<file path="config.mk">
export PLATFORM = sky130hd
export DESIGN_NAME = key_debounce_multi
export DESIGN_NICKNAME = d
export VERILOG_FILES = /design/src/rtl/key_debounce_multi.sv
export SDC_FILE = /design/constraint.sdc
export NUM_CORES = 1
export LEC_CHECK = 0
export CORE_MARGIN = 5
export CORE_UTILIZATION = 52
export DETAILED_ROUTE_END_ITERATION = 8
export GPL_TIMING_DRIVEN = 0
export PLACE_DENSITY = 0.74
export SYNTH_ARGS = -nofsm -noshare
export SYNTH_HDL_FRONTEND = slang
export SYNTH_SLANG_ARGS = --single-unit
</file>
<file path="constraint.sdc">
create_clock -name Sys_CLK -period 1.3 [get_ports Sys_CLK]
set_input_delay 0.13 -clock Sys_CLK [delete_from_list [all_inputs] [get_ports Sys_CLK]]
set_output_delay 0.13 -clock Sys_CLK [all_outputs]
set_load 0.02 [all_outputs]
</file>
<file path="src/rtl/key_debounce_multi.sv">
// N-channel key debouncer: 2-flop sync, tick-sampled window, hysteresis, strobes.
// Optional long-press strobe enabled by defining KEY_LONG_PRESS_EN.
module key_debounce_multi #(
    parameter int N_KEYS     = 2,
    parameter int TICK_DIV   = 50000,
    parameter int SAMPLES    = 12,
    parameter int ACTIVE_LOW = 0,
    parameter int LONG_TICKS = 1000
) (
    input  logic              Sys_CLK,
    input  logic              Sys_RST_N,
    input  logic [N_KEYS-1:0] Key_In,
    output logic [N_KEYS-1:0] Key_Out,
    output logic [N_KEYS-1:0] Key_Press,
    output logic [N_KEYS-1:0] Key_Release,
    output logic [N_KEYS-1:0] Key_Long
);

    localparam int TW = $clog2(TICK_DIV);
    localparam logic [TW-1:0] TICK_MAX = TW'(TICK_DIV - 1);
    localparam logic [N_KEYS-1:0] IDLE_PIN = {N_KEYS{ACTIVE_LOW != 0}};

    if (N_KEYS < 1 || TICK_DIV < 2 || SAMPLES < 2 || LONG_TICKS < 1) begin : g_bad_param
        $error("key_debounce_multi: illegal parameter value");
    end

    logic [TW-1:0]     cnt;
    logic              tick;
    logic [N_KEYS-1:0] sync1;
    logic [N_KEYS-1:0] sync2;
    logic [N_KEYS-1:0] s;

    assign tick = (cnt == TICK_MAX);

    always_ff @(posedge Sys_CLK or negedge Sys_RST_N) begin
        if (!Sys_RST_N) begin
            cnt <= '0;
        end else if (tick) begin
            cnt <= '0;
        end else begin
            cnt <= cnt + TW'(1);
        end
    end

    // Sync flops idle at the released pin level so reset exit looks like "not pressed".
    always_ff @(posedge Sys_CLK or negedge Sys_RST_N) begin
        if (!Sys_RST_N) begin
            sync1 <= IDLE_PIN;
            sync2 <= IDLE_PIN;
        end else begin
            sync1 <= Key_In;
            sync2 <= sync1;
        end
    end

    assign s = sync2 ^ IDLE_PIN;

    for (genvar gi = 0; gi < N_KEYS; gi++) begin : g_ch
        logic [SAMPLES-2:0] hist;
        logic [SAMPLES-1:0] win;
        logic               out_q;
        logic               prs_q;
        logic               rel_q;

        // Window as it stands after this tick's sample is shifted in.
        assign win = {hist, s[gi]};

        always_ff @(posedge Sys_CLK or negedge Sys_RST_N) begin
            if (!Sys_RST_N) begin
                hist  <= '0;
                out_q <= 1'b0;
                prs_q <= 1'b0;
                rel_q <= 1'b0;
            end else begin
                prs_q <= 1'b0;
                rel_q <= 1'b0;
                if (tick) begin
                    hist <= win[SAMPLES-2:0];
                    if (&win && !out_q) begin
                        out_q <= 1'b1;
                        prs_q <= 1'b1;
                    end else if (~|win && out_q) begin
                        out_q <= 1'b0;
                        rel_q <= 1'b1;
                    end
                end
            end
        end

        assign Key_Out[gi]     = out_q;
        assign Key_Press[gi]   = prs_q;
        assign Key_Release[gi] = rel_q;

`ifdef KEY_LONG_PRESS_EN
        localparam int LW = $clog2(LONG_TICKS + 1);
        localparam logic [LW-1:0] LMAX = LW'(LONG_TICKS);

        logic [LW-1:0] lc;
        logic          lng_q;

        // Saturating hold counter; one strobe per press.
        always_ff @(posedge Sys_CLK or negedge Sys_RST_N) begin
            if (!Sys_RST_N) begin
                lc    <= '0;
                lng_q <= 1'b0;
            end else begin
                lng_q <= 1'b0;
                if (!out_q) begin
                    lc <= '0;
                end else if (tick && lc != LMAX) begin
                    lc    <= lc + LW'(1);
                    lng_q <= (lc == LMAX - LW'(1));
                end
            end
        end

        assign Key_Long[gi] = lng_q;
`else
        assign Key_Long[gi] = 1'b0;
`endif
    end

endmodule

</file>
==> reports/qor.yml <==
outcome: "finished with violations"
violations: "setup timing"
critical_path.startpoint_type: "flop"
syn_area_um2: 2076
syn_to_final_growth_pct: 33.69
final_max_slew_viol_count: 0
setup_viol: 37
ant_nets: 0
crit_start: "cnt[7]$_DFF_PN0_"
grt_usage: 0.1747
yosysWarningCount: 0
synth-main-ff-cell: "dfrtp_1"
fin_area_um2: 2775
die_w_um: 73.18
layout-drive-gt1-share: 0.3943
wl_um: 4281
grt_overflow: 0
grt_max_degree: 36
ys_ff_latch: 48
pwr-share-seq: 0.604
internal_power_uw: 1948
avgSynthCellArea_um2: 9.838
period_minus_slack_ns: 1.485
netlist_top_cells_area: "dfrtp_1 58%, nand2_1 12%, xnor2_1 3.4%"
numClockSinks: 48
hpwl_um: 2468
finClkSkew_ns: 0.009039
synth-edff-count: 0
place_ws_ns: -0.1893
yosys-top-cells-count: "69 x nand2_1, 48 x dfrtp_1, 17 x nor2_1"
fillers: 270
synth_top_area_share: 0.5787
netlist_instances: 211
vias: 1579
diodes: 0
grt_pass1_wl_um: 7134
finish.utilization: 0.7039
endpoint_kind: "flop"
rsz0062_at_grt: "true"
reg2reg_to: "g_ch[0].out_q$_DFFE_PN0P_"
register_area_um2: 1204
synth_top_area_cell: "dfrtp_1"
crit_type: "reg -> reg"
crit_fanout: 7
die_area_um2: 5355
seq_area_frac_synth: 0.5787
comb_power_share: 0.023
synthMostInstantiatedCell: "nand2_1"
grt_pass1_vias: 1544
finalPower_uw: 2487
rows: 23
async_reset_ff_frac: 1.000
reg2reg_slack_ns: -0.19
synth_cell_types: 27
multiInputGateArea_um2: 1026
power.switching_uw: 539.0
clockRootBuffer: "clkbuf_8"
leakage_uw: 0.001337
crit_end: "g_ch[0].out_q$_DFFE_PN0P_"
switching_share: 0.2167
p_clk_frac: 0.374
min_path_type: "in -> async"
max_cap_viol_count: 0
clockBufferDepth: 2
fp.dieH_um: 73.18
drc: 0
numCtsBuffers: 5
viasPerCell: 5.334
irDropWorstVdd_mv: 0.7399
hold_viol_final: 0
start_util: 0.5265
clk_latency_ns: 0.30
antenna_found_initial: 0
fmax_mhz: 673.3
port_buffers: 9
drt_pass1_iterations: 4
coreArea_um2: 3943
finalCritPeriodShare: 1.142
worstPathRequired_ns: 1.48
setup_slack_ns: -0.1851
cp_data_arrival_time_ns: 1.67
routedWlPerCell_um: 14.46
final_cells: 296
reg2reg_depth: 6
cts_tree: "yes"
p_per_area_nw_per_um2: 896.3
place_congestion: 0.7728
layout.nets: 250
r2r-start: "cnt[7]$_DFF_PN0_"
clk_pin_slew_ns: 0.09
dp.cells: 272
boundaryPins: 12
drt_iter0_drc: 116
htree_levels: 2
placed_area_um2: 2261
==> worst min path at each step <==
stage / startpoint / to / slack [ns] / cells after the start
2_1_floorplan: Sys_RST_N / cnt[0]$_DFF_PN0_ / -0.17 / 0
3_3_place_gp: sync1[1]$_DFF_PN0_ / s[1]$_DFF_PN0_ / 0.33 / 0
3_5_place_dp: Sys_RST_N / g_ch[1].hist[2]$_DFFE_PN0N_ / 0.05 / 1
4_1_cts: Sys_RST_N / g_ch[1].hist[2]$_DFFE_PN0N_ / 0.26 / 2
5_1_grt: Key_In[0] / sync1[0]$_DFF_PN0_ / 0.26 / 1
6_report: Sys_RST_N / cnt[11]$_DFF_PN0_ / 0.25 / 2
==> logic make-up after synthesis <==
kind of cell,Yosys count,share of synthesized area
buffers and inverters,17,0.04883
DFF,48,0.5787
xor gates and xnor gates,14,0.05907
adders and majority gates,1,0.006027
other,1,0.001807
AOI/OAI and AO/OA,4,0.009640
and+or+nand+nor,126,0.2960
==> area by class of cell <==
type,count,area share
clock buffers,6,0.02976
inverters,3,0.004058
well taps,50,0.02254
clock inverters,2,0.005410
plain buffers,14,0.04734
repair buffers,26,0.08747
flip-flops and latches,48,0.4337
multi-input cells,147,0.3697
==> power groups by stage <==
stage / logic, µW / registers, µW / clock network, µW
2_1_floorplan: 11.7 / 1530 / 0
3_3_place_gp: 49.8 / 1530 / 0
3_5_place_dp: 56.0 / 1530 / 0
4_1_cts: 58.5 / 1500 / 950
5_1_grt: 65.8 / 1500 / 1020
6_report: 56.2 / 1500 / 930
==> metal layers <==
metal / routed length, µm / track usage
met3: 120 / 0.04132
met2: 2190 / 0.2830
met4: 23 / 0.05123
met5: 0 / 0
met1: 1947 / 0.2334
==> timing repair <==
item,4_1_cts,5_1_grt
pin swaps,34,21
cloned,6,0
hold buffers,1,0
setup buffers,8,1
endpoints found under the setup margin,44,42
hold endpoints to repair,13,0
gates resized for setup,56,40
==> state kept, by name, summed over array words and instances (netlist names) <==
register    cells
g_ch.hist      22
cnt            16
g_ch.out_q      2
g_ch.prs_q      2
g_ch.rel_q      2
s               2
sync1           2
==> per-stage QoR <==
stage,hold WS (ns),setup TNS (ns)
CTS,0.2618,-2.747
global placement,0.3315,-61.81
detailed placement,0.04864,-5.523
floorplan,-0.1656,-0.07873
finish,0.2492,-3.635
global route,0.2599,-6.792
==> worst max-delay path: stages (launching register included) <==
cell     delay [ns]
dfrtp_2        0.44
nor4b_4        0.30
nand4_1        0.15
buf_6          0.17
buf_6          0.13
o21ai_2        0.10
o21ai_1        0.08
==> layout by cell type, fill, tap and decap left out, drive strengths merged <==
master,Yosys,final
clkbuf,0,7
o21ai,4,4
nand2,69,69
xor2,6,6
dfrtp,48,48
nor4,5,5
nor2,17,17
nand4b,2,2
conb,1,2
nor3,6,6
and4bb,2,2
ha,1,1
dlygate4sd2,0,4
inv,3,3
clkdlybuf4s50,0,2
clkinvlp,0,2
dlygate4sd3,0,1
and2,1,1
xnor2,8,8
nor4b,3,3
buf,14,32
nand3,9,9
or4,2,2
and3,1,1
and4,1,1
nand4,8,8
No activity file was read; power rests on OpenSTA's default activity.
